==> src/rtl/phi2_phase_tracker_if.sv <==
// Recovered-phase output bundle of the PHI2 phase tracker.
// master: tracker drives q/p, edge pulses, lock status and period; slave: consumers.
interface phi2_phase_tracker_if;
    logic [1:0] q;
    logic       p;
    logic       phi2_rise;
    logic       phi2_fall;
    logic       locked;
    logic       period_err;
    logic [7:0] period;

    modport master (
        output q,
        output p,
        output phi2_rise,
        output phi2_fall,
        output locked,
        output period_err,
        output period
    );

    modport slave (
        input q,
        input p,
        input phi2_rise,
        input phi2_fall,
        input locked,
        input period_err,
        input period
    );
endinterface

==> src/rtl/phi2_phase_tracker.sv <==
// Follows an external PHI2: synchronizes it, measures its period, recovers q/p phase.
// Ports: fclk, reset_n (async low), phi2_in (async), bus (master: q,p,edges,lock,period).
module phi2_phase_tracker #(
    parameter int SYNC_STAGES = 2,
    parameter int MAX_HALF    = 15,
    parameter int LOCK_COUNT  = 4
) (
    input  logic                  fclk,
    input  logic                  reset_n,
    input  logic                  phi2_in,
    phi2_phase_tracker_if.master  bus
);

    typedef enum logic [1:0] {
        IDLE,
        TRACK,
        LOCKED
    } state_t;

    localparam logic [6:0] RUN_MAX = 7'(MAX_HALF);
    localparam logic [3:0] LOCK_N  = 4'(LOCK_COUNT);

    state_t state;
    state_t state_nx;

    logic [SYNC_STAGES-1:0] sync;
    logic       s;
    logic       s_d;
    logic       rise;
    logic       fall;
    logic       any_edge;

    logic [6:0] run;
    logic [6:0] high_len;
    logic       seen_fall;
    logic       pv;
    logic [3:0] match_cnt;
    logic [3:0] match_inc;
    logic [3:0] match_nx;
    logic [7:0] new_period;
    logic       meas;
    logic       same;
    logic       sat;
    logic       clr;
    logic       locked_nx;
    logic       err_nx;

    logic [1:0] q_r;
    logic       p_r;
    logic       rise_r;
    logic       fall_r;
    logic       locked_r;
    logic       err_r;
    logic [7:0] period_r;

    assign s        = sync[SYNC_STAGES-1];
    assign rise     = s & ~s_d;
    assign fall     = ~s & s_d;
    assign any_edge = rise | fall;

    // Pre-clear run is the length of the level that just ended.
    assign new_period = {1'b0, high_len} + {1'b0, run};
    assign match_inc  = (match_cnt == 4'hF) ? match_cnt : match_cnt + 4'd1;
    assign same       = pv && (new_period == period_r);
    assign match_nx   = same ? match_inc : 4'd0;
    assign meas       = rise && seen_fall && (state != IDLE);
    assign sat        = (run == RUN_MAX) && !any_edge;

    always_ff @(posedge fclk or negedge reset_n) begin
        if (!reset_n) begin
            sync <= '0;
            s_d  <= 1'b0;
        end else begin
            sync <= {sync[SYNC_STAGES-2:0], phi2_in};
            s_d  <= s;
        end
    end

    always_ff @(posedge fclk or negedge reset_n) begin
        if (!reset_n) begin
            run <= 7'd0;
        end else if (any_edge) begin
            run <= 7'd1;
        end else if (run != RUN_MAX) begin
            run <= run + 7'd1;
        end
    end

    always_ff @(posedge fclk or negedge reset_n) begin
        if (!reset_n) begin
            state <= IDLE;
        end else begin
            state <= state_nx;
        end
    end

    always_comb begin
        state_nx  = state;
        locked_nx = locked_r;
        err_nx    = 1'b0;
        clr       = 1'b0;
        unique case (state)
            IDLE: begin
                // First edge only arms tracking; nothing is measured on it.
                if (any_edge) begin
                    state_nx = TRACK;
                    clr      = 1'b1;
                end
            end
            TRACK: begin
                if (sat) begin
                    state_nx  = IDLE;
                    clr       = 1'b1;
                    locked_nx = 1'b0;
                end else if (meas && same && match_inc == LOCK_N) begin
                    state_nx  = LOCKED;
                    locked_nx = 1'b1;
                end
            end
            LOCKED: begin
                if (sat) begin
                    state_nx  = IDLE;
                    clr       = 1'b1;
                    locked_nx = 1'b0;
                    err_nx    = 1'b1;
                end else if (meas && !same) begin
                    state_nx  = TRACK;
                    locked_nx = 1'b0;
                    err_nx    = 1'b1;
                end
            end
            default: begin
                state_nx  = IDLE;
                clr       = 1'b1;
                locked_nx = 1'b0;
            end
        endcase
    end

    always_ff @(posedge fclk or negedge reset_n) begin
        if (!reset_n) begin
            high_len  <= 7'd0;
            seen_fall <= 1'b0;
            pv        <= 1'b0;
            match_cnt <= 4'd0;
            period_r  <= 8'd0;
        end else if (clr) begin
            seen_fall <= 1'b0;
            pv        <= 1'b0;
            match_cnt <= 4'd0;
        end else begin
            if (fall) begin
                high_len  <= run;
                seen_fall <= 1'b1;
            end
            if (meas) begin
                period_r  <= new_period;
                pv        <= 1'b1;
                seen_fall <= 1'b0;
                match_cnt <= match_nx;
            end
        end
    end

    always_ff @(posedge fclk or negedge reset_n) begin
        if (!reset_n) begin
            q_r      <= 2'd0;
            p_r      <= 1'b0;
            rise_r   <= 1'b0;
            fall_r   <= 1'b0;
            locked_r <= 1'b0;
            err_r    <= 1'b0;
        end else begin
            rise_r   <= rise;
            fall_r   <= fall;
            locked_r <= locked_nx;
            err_r    <= err_nx;
            if (rise) begin
                q_r <= 2'd2;
                p_r <= 1'b1;
            end else if (fall) begin
                q_r <= 2'd0;
                p_r <= 1'b0;
            end else begin
                q_r <= q_r + 2'd1;
            end
        end
    end

    assign bus.q          = q_r;
    assign bus.p          = p_r;
    assign bus.phi2_rise  = rise_r;
    assign bus.phi2_fall  = fall_r;
    assign bus.locked     = locked_r;
    assign bus.period_err = err_r;
    assign bus.period     = period_r;

endmodule

==> src/flat_wrapper.sv <==
// flat-port wrapper written by rule: the top's interface ports become plain ports
module phi2_phase_tracker_flat 
#(
    parameter int SYNC_STAGES = 2,
    parameter int MAX_HALF    = 15,
    parameter int LOCK_COUNT  = 4
)
  (fclk, reset_n, phi2_in, bus_q, bus_p, bus_phi2_rise, bus_phi2_fall, bus_locked, bus_period_err, bus_period);
  phi2_phase_tracker_if bus_i ();
  input  logic fclk;
  input  logic reset_n;
  input  logic phi2_in;
  output wire logic [$bits(bus_i.q)-1:0] bus_q;
  output wire logic [$bits(bus_i.p)-1:0] bus_p;
  output wire logic [$bits(bus_i.phi2_rise)-1:0] bus_phi2_rise;
  output wire logic [$bits(bus_i.phi2_fall)-1:0] bus_phi2_fall;
  output wire logic [$bits(bus_i.locked)-1:0] bus_locked;
  output wire logic [$bits(bus_i.period_err)-1:0] bus_period_err;
  output wire logic [$bits(bus_i.period)-1:0] bus_period;
  assign bus_q = bus_i.q;
  assign bus_p = bus_i.p;
  assign bus_phi2_rise = bus_i.phi2_rise;
  assign bus_phi2_fall = bus_i.phi2_fall;
  assign bus_locked = bus_i.locked;
  assign bus_period_err = bus_i.period_err;
  assign bus_period = bus_i.period;
  phi2_phase_tracker #(.SYNC_STAGES(SYNC_STAGES), .MAX_HALF(MAX_HALF), .LOCK_COUNT(LOCK_COUNT)) u_core (.fclk(fclk), .reset_n(reset_n), .phi2_in(phi2_in), .bus(bus_i));
endmodule
==> config.mk <==
export PLATFORM = sky130hd
export DESIGN_NAME = phi2_phase_tracker_flat
export DESIGN_NICKNAME = d
export VERILOG_FILES = /design/src/rtl/phi2_phase_tracker_if.sv /design/src/rtl/phi2_phase_tracker.sv /design/src/flat_wrapper.sv
export SDC_FILE = /design/constraint.sdc
export NUM_CORES = 1
export LEC_CHECK = 0
export CORE_MARGIN = 10
export CORE_UTILIZATION = 52
export CTS_CLUSTER_DIAMETER = 150
export DETAILED_ROUTE_END_ITERATION = 16
export GPL_ROUTABILITY_DRIVEN = 0
export GPL_TIMING_DRIVEN = 0
export HOLD_SLACK_MARGIN = 0.05
export PLACE_DENSITY_LB_ADDON = 0.08
export SYNTH_ARGS = -nofsm -noshare
export SYNTH_HDL_FRONTEND = slang
export SYNTH_SLANG_ARGS = --single-unit
==> constraint.sdc <==
create_clock -name fclk -period 3.1 [get_ports fclk]
set_input_delay 0.465 -clock fclk [delete_from_list [all_inputs] [get_ports fclk]]
set_output_delay 0.465 -clock fclk [all_outputs]
set_load 0.02 [all_outputs]
# Yosys cells after proc, flatten, opt, wreduce, memory -nomap -nowiden
# Index checks and enable logic that the tools add are counted.
dict set report totals {
  output_inout_bits 15
  regBits 40
  inputBits 3
}
dict set report classes {
  muxes 32
  bitwise_logic 7
  n_reduce_logical 20
  eq_ne 10
  addsub 4
}
# cell count
set ops {}
lappend ops {{2-to-1 mux 1 bit} 16}
lappend ops {{2-to-1 mux 4 bit} 4}
lappend ops {{2-to-1 mux 2 bit} 7}
lappend ops {{2-to-1 mux 7 bit} 2}
lappend ops {{adder 7 x 7 -> 8 bit} 1}
lappend ops {{== test 8 bit} 1}
lappend ops {{nonzero test 2 bit} 4}
lappend ops {{adder 7 x 1 -> 7 bit, second input constant} 1}
lappend ops {{== test 7 x 4 -> 1 bit, second input constant} 1}
lappend ops {{logical AND 1 bit} 7}
lappend ops {{!= test 7 x 4 -> 1 bit, second input constant} 1}
lappend ops {{!= test 3 x 1 -> 1 bit, second input constant} 2}
lappend ops {{case mux 2 bit (3 select lines)} 1}
lappend ops {{AND reduction 3 bit} 2}
lappend ops {{adder 4 x 1 -> 4 bit, second input constant} 1}
lappend ops {{== test 4 x 3 -> 1 bit, second input constant} 1}
lappend ops {{== test 4 bit, second input constant} 1}
lappend ops {{NOT 1 bit} 4}
lappend ops {{AND reduction 2 bit} 2}
lappend ops {{case mux 1 bit (3 select lines)} 1}
lappend ops {{nonzero test 3 bit} 1}
lappend ops {{adder 2 x 1 -> 2 bit, second input constant} 1}
lappend ops {{bitwise AND 1 bit} 2}
lappend ops {{== test 2 x 1 -> 1 bit, second input constant} 1}
lappend ops {{other kinds (7)} 8}

# Depth between registers and ports, before layout
dict set report depth {
  ltp_word 9
  ltp_mapped 9
}

# Worst setup path before layout
# OpenSTA, ideal clock, no wires.
dict set report synth_path {
  kind {register to register}
  from {register u_core.run[0]}
  to {register u_core.state[0]}
  arrival_time_ns 3.019
  stages_incl_launch_ff 10
  slack_ns -0.044
  path_buffers 0
  setup_time_ns 0.125
  path_cell_list {dfrtp_1 -> ha_1 -> fa_1 -> xnor2_1 -> o31ai_1 -> or4_1 -> a211o_1 -> or3_4 -> a211o_1 -> mux2_4}
}
dict set report synth_between {
  elab_chain_cells 7
  elab_cells_between_ends 15
}
# item line
set synth_rtl {}
lappend synth_rtl {{start: declaration} phi2_phase_tracker.sv:33} ;# logic [6:0] run;
lappend synth_rtl {{start signal: assignment} phi2_phase_tracker.sv:85} ;# run <= run + 7'd1;
lappend synth_rtl {{adder 7 x 7 -> 8 bit (*)} phi2_phase_tracker.sv:62} ;# assign new_period = {1'b0, high_len} + {1'b0, run};
lappend synth_rtl {{named net u_core.new_period[1]} phi2_phase_tracker.sv:40} ;# logic [7:0] new_period;
lappend synth_rtl {{== test 8 bit (*)} phi2_phase_tracker.sv:64} ;# assign same = pv && (new_period == period_r);
lappend synth_rtl {{logical AND 1 bit (*)} phi2_phase_tracker.sv:64}
lappend synth_rtl {{logical NOT 1 bit / logical AND 1 bit (equally long branches)} {phi2_phase_tracker.sv:126, phi2_phase_tracker.sv:115}}
lappend synth_rtl {{logical AND 1 bit, on equally long branches} {phi2_phase_tracker.sv:126, phi2_phase_tracker.sv:115}}
lappend synth_rtl {{!= test 3 x 1 -> 1 bit (no line)} --}
lappend synth_rtl {{AND reduction 3 bit (no line) (*)} --}
lappend synth_rtl {{end signal: assignment} phi2_phase_tracker.sv:93} ;# state <= state_nx;
lappend synth_rtl {{end: declaration} phi2_phase_tracker.sv:23} ;# state_t state;
# The timed path passes the listed nets; every way through them passes the cells marked *.
# A chain may end at the register's enable or synchronous reset.

# Worst setup path in the final report
# Same ends and word-level chain as after synthesis.

==> run_results.csv <==
group,metric,value,unit
floorplan,dieArea,0.00757,sq mm
timing,tightest_slew,0.568,ns
critical_path,r2r_start,"u_core.run[0]",
global_route,use_met3,0.0375,
layout,num-nets-final,285,
critical_path,path_max_fanout,3,
timing,timing.fmax,325,MHz
critical_path,reg2reg_depth,9,
global_route,grt_pass1_vias,1876,
global_route,grtUsageTotal,0.144,
floorplan,die-height,87.0,microns
floorplan,num_io_pins,18,
layout,area_growth,22.5,%
power,leakagePower,1.24,nW
timing,grt_setup_unrepaired,"yes",
yosys,synth_top_area_cell,"dfrtp_1",
clocking,cts-root-buf,"clkbuf_8",
global_route,met2_usage,0.250,
layout,final-instance-count-excl-fill,318,
critical_path,cp-end-kind,"flip-flop",
floorplan,die_w,87.0,microns
timing,setup_viol,0,
power,switching_power,0.647,mW
detailed_routing,drc,0,
timing,fin_ws,0.0198,ns
power,p_per_area,625,mW/mm^2
power,combPwrFrac,0.421,
yosys,synth-edff-count,0,
detailed_routing,dr_total_vias,1817,
yosys,synth_cell_types,51,
floorplan,fp-row-count,24,
global_route,use_met1,0.161,
power,power_frac_seq,0.389,
clocking,clk_pin_slew,0.07,ns
detailed_routing,avgRoutedWirePerCell,16.0,microns
critical_path,critPathKind,"flip-flop to flip-flop",
placement,dpl.cell_count,300,
critical_path,required,3.28,ns
yosys,netlist_area,0.00234,sq mm
global_route,grt_antenna_before_repair,0,
timing,period_minus_slack,3.08,ns
layout,drive_gt1_frac,0.218,
detailed_routing,wirelength,5.07,mm
critical_path,start_kind,"flip-flop",
yosys,synth_top_area_share,0.428,
worst_hold_path,holdPathStages,0,
worst_hold_path,hold_start,"u_core.sync[0]",
detailed_routing,first_pass_iters,4,
critical_path,critPathSlowestCell,"fa_2",
clocking,clock_sinks,40,
placement,place_ws,-0.395,ns
worst_hold_path,min_to,"u_core.sync[1]",
floorplan,start_util,0.536,
power,ir_worst_vdd,333,uV
power,p_clk_frac,0.190,
clocking,cts_inserted_buffers,5,
layout,diodes,0,
timing,hold_violations,0,
detailed_routing,drt_iter0_markers,56,
global_route,grt_pass1_wl,8.79,mm
critical_path,cp_common_cell,"a211o_1",
clocking,clk-insertion-delay-late,0.30,ns
power,power.total,1.79,mW
global_route,gr-total-overflow,0,
yosys,synth_seq_cells,40,
critical_path,arrival,3.26,ns
detailed_routing,ant_nets,0,
layout,final_cell_mix,"38 x dfrtp_1, 29 x nand2_1, 16 x clkdlybuf4s50_1",
worst_hold_path,hold_path.class,"flip-flop to flip-flop",
yosys,syn_avg_cell_area,10.2,sq um
placement,port_buffers,17,
global_route,grt_max_degree,30,
power,p_int,1.14,mW
critical_path,crit_chain,"ha_4 -> fa_2 -> xnor2_2 -> o31ai_1 -> or4_1 -> a211o_1 -> or3_4 -> a211o_1 -> mux2_4",
yosys,ys.flop_type,"dfrtp_1",
timing,min_period_over_period,0.994,
timing,maxSlewHeadroom,0.619,
clocking,clk_path_buf_depth,2,
clocking,cts_max_level,2,
placement,dp_hpwl,3.73,mm
floorplan,core_area,0.00435,sq mm
detailed_routing,viasPerCell,5.71,
timing,skew,0.00965,ns
critical_path,max_stage_delay,0.56,ns
global_route,top_usage_layer,"met2",
yosys,synth_nets,249,
critical_path,timing.rr.end,"u_core.state[0]",
outcome,status,"finished clean",
power,swShare,0.362,
yosys,synth.area.top_cells,"dfrtp_1 43%, ha_1 8.0%, nand2_1 4.7%",
layout,layout_commonest_cell,"dfrtp_1",
yosys,synth-seq-area-share,0.428,
flow_run,drv_cap,0,
layout,finalCoreUtilization,0.657,
yosys,synthCells,230,
yosys,async_reset_ff_frac,1.00,
clocking,cts_tree,"built",
timing,finalMaxSlewViolations,0,
yosys,ys_warn_count,0,
critical_path,reg2reg_slack,0.02,ns
-- registers in the layout, indices dropped and copies added (netlist names) --
name	count
u_core.bus.phi2_rise	1
u_core.pv	1
u_core.sync	2
u_core.run	7
u_core.state	2
u_core.bus.period	8
u_core.bus.p	1
u_core.bus.phi2_fall	1
u_core.bus.locked	1
u_core.bus.q	2
u_core.s_d	1
u_core.bus.period_err	1
u_core.high_len	7
u_core.match_cnt	4
u_core.seen_fall	1
-- power by group through the flow --
| stage | combinational [mW] | clock (mW) | sequential [mW] |
|---|---|---|---|
| floorplan | 0.411 | 0 | 0.729 |
| global placement | 0.631 | 0 | 0.698 |
| detailed placement | 0.645 | 0 | 0.703 |
| CTS | 0.717 | 0.353 | 0.692 |
| global route | 0.826 | 0.366 | 0.713 |
| finish | 0.753 | 0.339 | 0.696 |
-- critical path, delay by kind of cell, from the launching register on --
family / cells / cell delay, ns
AND/OR/NAND/NOR: 2 / 0.74
XOR/XNOR: 1 / 0.12
multiplexers: 1 / 0.30
AO/OA/AOI/OAI: 3 / 0.66
adder cells (fa/ha/maj): 2 / 0.73
flip-flops: 1 / 0.41
-- cell type report --
| cell class | count | area [sq um] |
|---|---|---|
| multi-input combinational | 175 | 1370 |
| sequential | 40 | 1000 |
| fill | 356 | 1490 |
| tap | 52 | 65.1 |
| clock buffer | 5 | 68.8 |
| clock inverter | 2 | 12.5 |
| buffer | 5 | 31.3 |
| inverter | 10 | 37.5 |
| timing repair buffer | 29 | 270 |
-- worst max path at each step --
stage                     slack [ns]                  end  cells past startpoint           from
after floorplan                -0.02      u_core.state[0]                      9  u_core.run[0]
after global placement         -0.32  u_core.match_cnt[2]                      9  u_core.run[0]
after detailed placement       -0.40  u_core.match_cnt[2]                      9  u_core.run[0]
after CTS                      -0.12      u_core.state[0]                      9  u_core.run[0]
after global routing           -0.07      u_core.state[0]                      9  u_core.run[0]
final                           0.02      u_core.state[0]                      9  u_core.run[0]
-- cells by family after synthesis --
kind of cell / share of synthesized area
mux: 0.0536
simple gates: 0.162
buf+inv: 0.0295
fa+ha+maj: 0.0889
flops: 0.428
compound gates: 0.166
xor+xnor: 0.0723
-- layer usage --
layer / wire (microns) / part of all wire / up-vias
li1: - / - / 902
met1: 2160 / 0.42 / 875
met2: 2630 / 0.52 / 33
met3: 189 / 0.037 / 7
met4: 100 / 0.020 / 0
met5: 0 / 0 / -
-- synthesized netlist by cell type (3+ instances only) --
master / n
ha_1: 15
nand3_1: 7
o31ai_1: 3
inv_1: 10
nand2_1: 29
xor2_1: 4
or2_2: 4
o21ai_0: 15
nor4_1: 3
a31oi_1: 3
nor2b_1: 4
a21oi_1: 11
nor3_1: 6
mux2_2: 8
xnor2_1: 8
nor2_1: 12
dfrtp_1: 40
-- timing repair --
action	CTS	global route
resized for setup	9	13
setup endpoints to repair	6	6
endpoints found under the hold margin	11	0
hold buffers	1	0
pin swaps	8	7
buffers inserted	5	5
-- per-stage QoR --
step	setup TNS (ns)	hold slack (ns)	area (sq um)
after floorplan	-0.0206	0.169	2340
final	0	0.355	2860
after detailed placement	-1.60	0.341	2590
after global placement	-1.49	0.335	2570
after global routing	-0.214	0.371	2860
after CTS	-0.235	0.359	2760
Power figures use the tool's default switching activity.
